### config.mk
export PLATFORM = sky130hd
export DESIGN_NAME = ss_seq
export DESIGN_NICKNAME = d
export VERILOG_FILES = /design/src/rtl/ss_seq_pkg.sv /design/src/rtl/ss_seq_mem_port.sv /design/src/rtl/ss_seq.sv
export SDC_FILE = /design/constraint.sdc
export NUM_CORES = 1
export LEC_CHECK = 0
export BUFFER_PORTS_ARGS = -buffer_cell sky130_fd_sc_hd__buf_2
export CORE_MARGIN = 2
export CORE_UTILIZATION = 49
export CTS_BUF_LIST = sky130_fd_sc_hd__clkbuf_4 sky130_fd_sc_hd__clkbuf_8
export CTS_CLUSTER_SIZE = 30
export DETAILED_ROUTE_END_ITERATION = 7
export PLACE_DENSITY = 0.73
export SLEW_MARGIN = 20
export SYNTH_ARGS = -nofsm -noshare
export SYNTH_HDL_FRONTEND = slang
export SYNTH_SLANG_ARGS = --single-unit
export TNS_END_PERCENT = 20
### constraint.sdc
create_clock -name clk -period 5 [get_ports clk]
set_input_delay 1 -clock clk [delete_from_list [all_inputs] [get_ports clk]]
set_output_delay 1 -clock clk [all_outputs]
set_load 0.05 [all_outputs]
### src/rtl/ss_seq_pkg.sv
// Shared definitions for the save-state sequencer: bus widths, default slot
// layout, FSM state encoding and the LOAD slot-stepping helper.
package ss_seq_pkg;

   localparam int SS_AW        = 8;
   localparam int SS_DW        = 8;
   localparam int SS_LEN_DEF   = 128;
   localparam int IDX_SLOT_DEF = 127;

   typedef enum logic [2:0] {
      IDLE, SV_SET, SV_MEM, LD_CHK, LD_CMP, LD_RD, LD_WR, FIN
   } state_t;

   // Next LOAD slot after cur, stepping over the read-only index slot.
   // One bit wider than the slot address so SS_LEN==256 terminates by compare.
   function automatic logic [SS_AW:0] next_slot(input logic [SS_AW-1:0] cur,
                                                input logic [SS_AW-1:0] skip);
      logic [SS_AW:0] n;
      n = {1'b0, cur} + {{SS_AW{1'b0}}, 1'b1};
      if (n == {1'b0, skip})
         n = n + {{SS_AW{1'b0}}, 1'b1};
      return n;
   endfunction

endpackage

### src/rtl/ss_seq_mem_port.sv
// State-memory request port: holds req/we/addr/wdata from a start pulse until
// mem_ack, latches the read byte, and reports completion one cycle later.
module ss_mem_port
   import ss_seq_pkg::*;
#(
   parameter int AW = 16
) (
   input  logic             clk,
   input  logic             rst_n,
   input  logic             start,
   input  logic             we,
   input  logic [AW-1:0]    addr,
   input  logic [SS_DW-1:0] wdat,
   output logic             done,
   output logic [SS_DW-1:0] rdat,
   output logic             mem_req,
   output logic             mem_we,
   output logic [AW-1:0]    mem_addr,
   output logic [SS_DW-1:0] mem_wdat,
   input  logic [SS_DW-1:0] mem_rdat,
   input  logic             mem_ack
);

   // Handshake: mem_req rises on start and holds with mem_we/mem_addr/mem_wdat
   // frozen until a cycle with mem_ack; mem_ack seen while mem_req is low is
   // ignored, start seen while a request is open is ignored.
   always_ff @(posedge clk or negedge rst_n) begin
      if (!rst_n) begin
         mem_req  <= 1'b0;
         mem_we   <= 1'b0;
         mem_addr <= '0;
         mem_wdat <= '0;
         rdat     <= '0;
         done     <= 1'b0;
      end else begin
         done <= 1'b0;
         if (mem_req) begin
            if (mem_ack) begin
               mem_req <= 1'b0;
               rdat    <= mem_rdat;
               done    <= 1'b1;
            end
         end else if (start) begin
            mem_req  <= 1'b1;
            mem_we   <= we;
            mem_addr <= addr;
            mem_wdat <= wdat;
         end
      end
   end

endmodule

### src/rtl/ss_seq.sv
// Save-state sequencer: SAVE copies every mapper slot to state memory, LOAD
// checks the stored map index and then writes the stored slots back.
module ss_seq
   import ss_seq_pkg::*;
#(
   parameter int          SS_LEN   = SS_LEN_DEF,
   parameter int          IDX_SLOT = IDX_SLOT_DEF,
   parameter int          MEM_AW   = 16,
   parameter int unsigned BASE     = 0
) (
   input  logic              clk,
   input  logic              rst_n,
   input  logic              cmd_save,
   input  logic              cmd_load,
   output logic              busy,
   output logic              done,
   output logic              err,
   input  logic              ss_tick,
   output logic              ss_act,
   output logic              ss_we,
   output logic [SS_AW-1:0]  ss_addr,
   output logic [SS_DW-1:0]  ss_wdat,
   input  logic [SS_DW-1:0]  ss_rdat,
   output logic              mem_req,
   output logic              mem_we,
   output logic [MEM_AW-1:0] mem_addr,
   output logic [SS_DW-1:0]  mem_wdat,
   input  logic [SS_DW-1:0]  mem_rdat,
   input  logic              mem_ack
);

   localparam logic [SS_AW-1:0] LAST  = SS_AW'(SS_LEN - 1);
   localparam logic [SS_AW-1:0] IDX8  = SS_AW'(IDX_SLOT);
   localparam logic [SS_AW:0]   LEN9  = (SS_AW + 1)'(SS_LEN);
   localparam logic [SS_AW:0]   FIRST = (IDX_SLOT == 0) ? 9'd1 : 9'd0;

   state_t            state, state_nx;
   logic [SS_AW-1:0]  idx, idx_nx, addr_nx, mp_slot;
   logic [SS_AW:0]    nxt;
   logic              idx_ld, addr_ld, wdat_ld, err_set, err_clr;
   logic              mp_start, mp_we, mp_done;
   logic [SS_DW-1:0]  mp_wdat, mp_rdat;
   logic [MEM_AW-1:0] mp_addr;

   assign nxt     = next_slot(idx, IDX8);
   assign mp_addr = MEM_AW'(BASE) + MEM_AW'(mp_slot);

   always_ff @(posedge clk or negedge rst_n) begin
      if (!rst_n) state <= IDLE;
      else        state <= state_nx;
   end

   always_comb begin
      state_nx = state;
      mp_start = 1'b0;
      mp_we    = 1'b0;
      mp_slot  = idx;
      mp_wdat  = '0;
      idx_ld   = 1'b0;
      idx_nx   = idx;
      addr_ld  = 1'b0;
      addr_nx  = ss_addr;
      wdat_ld  = 1'b0;
      err_set  = 1'b0;
      err_clr  = 1'b0;
      case (state)
         IDLE: begin
            if (cmd_save) begin
               state_nx = SV_SET;
               err_clr  = 1'b1;
               idx_ld   = 1'b1;
               idx_nx   = '0;
               addr_ld  = 1'b1;
               addr_nx  = '0;
            end else if (cmd_load) begin
               state_nx = LD_CHK;
               err_clr  = 1'b1;
               idx_ld   = 1'b1;
               idx_nx   = '0;
               addr_ld  = 1'b1;
               addr_nx  = IDX8;
               mp_start = 1'b1;
               mp_slot  = IDX8;
            end
         end
         SV_SET: begin
            // Mapper readback is sampled on the tick the address has been held for.
            if (ss_tick) begin
               mp_start = 1'b1;
               mp_we    = 1'b1;
               mp_wdat  = ss_rdat;
               state_nx = SV_MEM;
            end
         end
         SV_MEM: begin
            if (mp_done) begin
               if (idx == LAST) begin
                  state_nx = FIN;
               end else begin
                  idx_ld   = 1'b1;
                  idx_nx   = idx + 1'b1;
                  addr_ld  = 1'b1;
                  addr_nx  = idx + 1'b1;
                  state_nx = SV_SET;
               end
            end
         end
         LD_CHK: begin
            if (mp_done) state_nx = LD_CMP;
         end
         LD_CMP: begin
            if (ss_tick) begin
               if (mp_rdat != ss_rdat) begin
                  err_set  = 1'b1;
                  state_nx = FIN;
               end else if (FIRST < LEN9) begin
                  idx_ld   = 1'b1;
                  idx_nx   = FIRST[SS_AW-1:0];
                  mp_start = 1'b1;
                  mp_slot  = FIRST[SS_AW-1:0];
                  state_nx = LD_RD;
               end else begin
                  state_nx = FIN;
               end
            end
         end
         LD_RD: begin
            if (mp_done) begin
               wdat_ld  = 1'b1;
               addr_ld  = 1'b1;
               addr_nx  = idx;
               state_nx = LD_WR;
            end
         end
         LD_WR: begin
            // ss_we holds across exactly this tick; address/data stay put until the next read completes.
            if (ss_tick) begin
               if (nxt < LEN9) begin
                  idx_ld   = 1'b1;
                  idx_nx   = nxt[SS_AW-1:0];
                  mp_start = 1'b1;
                  mp_slot  = nxt[SS_AW-1:0];
                  state_nx = LD_RD;
               end else begin
                  state_nx = FIN;
               end
            end
         end
         FIN:     state_nx = IDLE;
         default: state_nx = IDLE;
      endcase
   end

   always_comb begin
      busy   = (state != IDLE) && (state != FIN);
      ss_act = busy;
      done   = (state == FIN);
      ss_we  = (state == LD_WR);
   end

   always_ff @(posedge clk or negedge rst_n) begin
      if (!rst_n) begin
         idx     <= '0;
         ss_addr <= '0;
         ss_wdat <= '0;
         err     <= 1'b0;
      end else begin
         if (idx_ld)  idx     <= idx_nx;
         if (addr_ld) ss_addr <= addr_nx;
         if (wdat_ld) ss_wdat <= mp_rdat;
         if (err_clr)      err <= 1'b0;
         else if (err_set) err <= 1'b1;
      end
   end

   ss_mem_port #(.AW(MEM_AW)) u_mem_port (
      .clk      (clk),
      .rst_n    (rst_n),
      .start    (mp_start),
      .we       (mp_we),
      .addr     (mp_addr),
      .wdat     (mp_wdat),
      .done     (mp_done),
      .rdat     (mp_rdat),
      .mem_req  (mem_req),
      .mem_we   (mem_we),
      .mem_addr (mem_addr),
      .mem_wdat (mem_wdat),
      .mem_rdat (mem_rdat),
      .mem_ack  (mem_ack)
   );

endmodule

# --- After elaboration in Yosys (flattened, before gate mapping) ---
# Index checks and enable logic that the tools add are counted.
classes:
  n_addsub: 3
  order_cmp: 1
  eq_ne: 19
  mux: 58
  bitwise_logic: 1
  reduce_logical: 11
op_table:
  columns: ["op", "n"]
  rows:
  - ["8-bit two-way mux", 15]
  - ["8-bit case mux with 3 select lines", 2]
  - ["8-bit case mux with 4 select lines", 1]
  - ["3-bit two-way mux", 9]
  - ["1-bit two-way mux", 24]
  - ["3-bit case mux with 8 select lines", 1]
  - ["3-bit equality test, second input constant", 4]
  - ["8-bit by 1-bit adder with 9-bit output, second input constant", 1]
  - ["9-bit by 1-bit adder with 9-bit output, second input constant", 1]
  - ["9-bit by 7-bit equality test with 1-bit output, second input constant", 1]
  - ["9-bit by 8-bit less-than comparator with 1-bit output, second input constant", 1]
  - ["9-bit two-way mux", 1]
  - ["8-bit by 1-bit adder with 8-bit output, second input constant", 1]
  - ["8-bit by 7-bit equality test with 1-bit output, second input constant", 1]
  - ["2-bit != test, second input constant", 4]
  - ["8-bit != test", 1]
  - ["1-bit case mux with 4 select lines", 2]
  - ["7-bit AND reduction", 1]
  - ["3-bit by 2-bit equality test with 1-bit output, second input constant", 2]
  - ["2-bit by 1-bit != test with 1-bit output, second input constant", 3]
  - ["3-bit != test, second input constant", 2]
  - ["6-bit AND reduction", 1]
  - ["3-bit nonzero test", 2]
  - ["5-bit AND reduction", 1]
  - ["other kinds (9)", 11]
word_totals:
  regBits: 55
  input_bits: 22
  out_inout_bits: 47
  elab_cells: 104

# --- Depth between registers and ports, before layout ---
depth:
  word_depth: 9
  depth_mapped: 9

# --- Cells and area by module ---
# A second synthesis with hierarchy kept.
hier_totals:
  hier_cells: 338
  hier_area_um2: 3494.6
by_module_without_submodules:
  columns: ["mod", "n_inst", "cells_per_inst", "area_per_inst_um2", "seq_area_each_um2"]
  rows:
  - ["ss_seq", 1, 262, 2117.0, 700.7]
  - ["ss_mem_port", 1, 76, 1377.6, 875.8]

# --- Worst setup path before layout ---
# Ideal clock, no wire load.
synth_path:
  path_kind: "reg-to-output"
  start: "reg state[1]"
  end: "out ss_act"
  arrival_ps: 2173
  path_slack_ps: 1827
  path_stages_with_launch: 6
  n_path_buf: 3
  cell_sequence: "dfrtp_1 > clkbuf_1 > clkbuf_1 > and3_1 > nor2_1 > buf_4"
synth_between:
  elab_chain_len: 2
  elab_cells_between_ends: 3
  classes_between: "1 x eq/ne; 2 x reduce/logical"
synth_rtl:
  columns: ["item", "line", "source"]
  rows:
  - ["start: declaration", "ss_seq.sv:37", "state_t state, state_nx;"]
  - ["start signal: assignment", "ss_seq.sv:50", "else state <= state_nx;"]
  - ["3-bit != test / 3-bit nonzero test (equally long branches)", "ss_seq.sv:155", "busy = (state != IDLE) && (state != FIN);"]
  - ["1-bit logical AND *", "ss_seq.sv:155", null]
  - ["end: declaration", "ss_seq.sv:19", "output logic ss_act,"]
# Mark *: on every way between the ends. The rest lies on a longest branch, timed or not.

# --- Worst setup path after layout ---
layout_path:
  start: "reg idx[0]"
  end: "reg u_mem_port.mem_addr[4]"
layout_between:
  elab_chain_len: 8
  elab_cells_between_ends: 12
  classes_between: "2 x add/sub; 1 x order compare; 1 x eq/ne; 7 x mux; 1 x reduce/logical"
layout_rtl:
  columns: ["item", "line", "source"]
  rows:
  - ["start: declaration", "ss_seq.sv:38", "logic [SS_AW-1:0] idx, idx_nx, addr_nx, mp_slot;"]
  - ["start signal: assignment", "ss_seq.sv:168", "if (idx_ld) idx <= idx_nx;"]
  - ["8-bit by 1-bit adder with 9-bit output *", "ss_seq_pkg.sv:19", "n = {1'b0, cur} + {{SS_AW{1'b0}}, 1'b1};"]
  - ["9-bit by 1-bit adder with 9-bit output / 9-bit by 7-bit equality test with 1-bit output (equally long branches)", "ss_seq_pkg.sv:21, ss_seq_pkg.sv:20", null]
  - ["9-bit two-way mux *", "ss_seq_pkg.sv:20", "if (n == {1'b0, skip})"]
  - ["9-bit by 8-bit less-than comparator with 1-bit output", "ss_seq.sv:138", "if (nxt < LEN9) begin"]
  - ["1-bit two-way mux", "ss_seq.sv:138", null]
  - ["1-bit two-way mux", "ss_seq.sv:137", "if (ss_tick) begin"]
  - ["1-bit case mux with 4 select lines", "ss_seq.sv:66", "case (state)"]
  - ["2-bit AND reduction (no line)", null, null]
  - ["end signal: assignment", "ss_seq_mem_port.sv:46", "mem_addr <= addr;"]
  - ["end: declaration", "ss_seq_mem_port.sv:18", "output logic [AW-1:0] mem_addr,"]
# Marked as above.
# A chain may end at the register's enable or synchronous reset.

==> results.cfg <==
[finish]
multiInputGateArea_mm2 = 0.001583
fin_nets = 390
final_core_util_pct = 56.07
drive_above_1_share_pct = 29.16
syn_to_final_growth_pct = 12.10
final_cell_count_no_fill = 444
design_area_mm2 = 0.003500
seqCellArea_mm2 = 0.001376
fill_cells = 603
antenna_cells = 0

[timing]
hold_violations = 0
setup_viol = 0
rsz0062_at_grt = no
finalCritPeriodShare_pct = 65.25
skew_ps = 10.05
slew_viol_final = 0
fin_crit_ps = 3262
holdWs_ps = 480.0
finalSetupTns_ps = 0
worst_pin_slew_ps = 828.9
fmaxAchievable_mhz = 306.5
relSlewSlack_pct = 44.74

[synthesis]
async_reset_ff_share_pct = 100.0
synthFlopType = dfrtp_1
yosysTopAreaCellShare_pct = 44.09
ys_ff_latch = 55
synth-warning-count = 0
avgSynthCellArea_um2 = 9.786
synth_top_cells_by_area = dfrtp_1 (44%), mux2_2 (9.4%), a21o_1 (3.4%)
synth_area_mm2 = 0.003122
syn_inst = 319
synth_cell_type_count = 57
seq_area_frac_synth_pct = 44.09
synth_top_area_cell = dfrtp_1
synth-edff-count = 0

[power]
power.leakage_uw = 0.001747
ir_drop_uv = 355.5
powerDensity_mw_per_mm2 = 631.1

[global_routing]
antenna_found_initial = 0
grt-ovfl-total = 0
grt_max_degree = 56
track_usage_pct = 21.10
grt_pass1_wl_mm = 12.03
grt_pass1_vias = 2452

[detailed_routing]
met2_length_mm = 3.478
wl_met3_um = 343
detail_route.first_pass.iterations = 4
vias = 2562
wire_per_inst_um = 16.32
top_layer_used = met4
met1Wirelength_mm = 3.283
vias_per_cell = 5.770
drt_drc_violations_left = 0
finalWirelength_mm = 7.246
drtIter0Drc = 178
ant_nets = 0

[floorplanning]
ios = 69
die-area_mm2 = 0.007025
num_rows = 29
die_h_um = 83.82
initial_utilization_pct = 50.02
coreArea_mm2 = 0.006241
die_w_um = 83.82

[cts]
post_cts_buffers = 0
cts_resized = 0
numCtsBuffers = 5
clkSinkCount = 55
path_clk_slew_ps = 100
cts_hold_buf = 0
clock_path_buffers = 2
htreeDepth = 2
clock_latency_ps = 320
cts-root-buf = clkbuf_8
cts_tree = yes

[outcome]
status = complete, no violations

[hold_path]
min_path_cells = 1
min-delay-start = u_mem_port.mem_wdat[4]
hold_class = reg2reg
whs_endpoint = u_mem_port.mem_wdat[4]

[worst_setup_path]
cp.required_ps = 5200
arrival_ps = 3470
path_class = reg2reg
r2r_end = u_mem_port.mem_addr[4]
path_max_fanout = 18
worstSetupEndpointType = flip-flop
worst_setup_path_start_kind = flip-flop
worstRegToRegCells = 7
r2r-start = idx[0]
crit_path_start = idx[0]
reg2reg_slack_ps = 1740

[placement]
port_buffers = 60
dp_cells = 436
dp_hpwl_mm = 5.199
place_congestion = 0.9653
dpl_cell_area_mm2 = 0.003400

[flow_run]
maxCapViolations = 0
## Yosys cell counts, drive strengths merged (6+ instances only)
library cell and n:
nor3 6, dfrtp 55, o21ai 19, buf 18, nand2 19, xnor2 9, a21o 14, and3 11
a21oi 16, inv 9, a211oi 6, nor2 28, mux2 26, clkbuf 11
## worst max-delay path by stage
stage | end | depth (start not counted) | slack, ps
3_5_place_dp | u_mem_port.mem_addr[4] | 5 | 1800
6_report | u_mem_port.mem_addr[4] | 7 | 1740
5_1_grt | u_mem_port.mem_addr[3] | 7 | 1530
3_3_place_gp | u_mem_port.mem_addr[4] | 7 | 1910
2_1_floorplan | ss_act | 5 | 1830
4_1_cts | u_mem_port.mem_addr[4] | 7 | 1770
## critical path: stages (launching register included)
cell	delay (ps)
dfrtp_1	540
inv_1	150
ha_1	380
nor3_1	470
nand3_4	170
a21o_1	280
o31ai_4	750
mux2_2	420
## state kept, by name (all words and copies together) (netlist names)
register             cells
u_mem_port.mem_wdat      8
u_mem_port.mem_req       1
ss_wdat                  8
state                    3
u_mem_port.done          1
u_mem_port.mem_we        1
u_mem_port.mem_addr      8
u_mem_port.rdat          8
err                      1
ss_addr                  8
idx                      8
## where the power goes
part	switching [µW]	total [µW]	internal [µW]
combinational	817	1180	361
sequential	163	769	606
clock	158	261	103
total	1140	2210	1070
## through the flow
step / setup WS (ps) / power (µW)
after floorplan: 1827 / 1697
after global placement: 1906 / 1929
after detailed placement: 1803 / 1953
after CTS: 1773 / 2214
after global routing: 1533 / 2342
final: 1738 / 2209
## area by class of cell
| type | count | share of cell area [%] |
|---|---|---|
| inverters | 9 | 0.9653 |
| flip-flops and latches | 55 | 39.33 |
| well taps | 77 | 2.753 |
| clock inverters | 3 | 0.7508 |
| multi-input cells | 233 | 45.23 |
| repair buffers | 62 | 9.010 |
| clock buffers | 5 | 1.966 |
## per-layer routing
layer	vias to the layer above	global-route usage, %
met4	0	7.331
met5	-	0
li1	1234	-
met3	11	3.561
met2	82	33.02
met1	1235	29.78
## kinds of logic after synthesis
logic type	share of synthesized area (%)
AOI/OAI and AO/OA	19.76
xor gates and xnor gates	3.367
adders and majority gates	0.8015
buffers and inverters	6.212
DFF	44.09
muxes	9.699
other	0.1201
and+or+nand+nor	15.95
## placed cells by master (no fill, tap or decap), types with 3 or more instances in the layout
master / netlist / layout
nor3_1: 6 / 6
nand3_1: 3 / 3
a21o_1: 14 / 14
buf_2: 8 / 60
nor2b_1: 3 / 3
nand2_1: 19 / 19
and3_1: 11 / 11
xor2_1: 3 / 3
o211ai_1: 4 / 4
nand4_1: 5 / 5
a21oi_1: 15 / 15
a211o_1: 3 / 3
o22ai_1: 3 / 3
a31oi_1: 5 / 5
a211oi_1: 5 / 5
dfrtp_1: 55 / 55
nor2_1: 28 / 28
a221oi_1: 3 / 3
mux2_2: 26 / 26
conb_1: 1 / 8
nand2b_1: 4 / 4
inv_1: 9 / 9
xnor2_1: 9 / 9
o21ai_0: 18 / 18
clkbuf_8: 0 / 5
or2_2: 4 / 4
(Power assumes the default switching activity.)
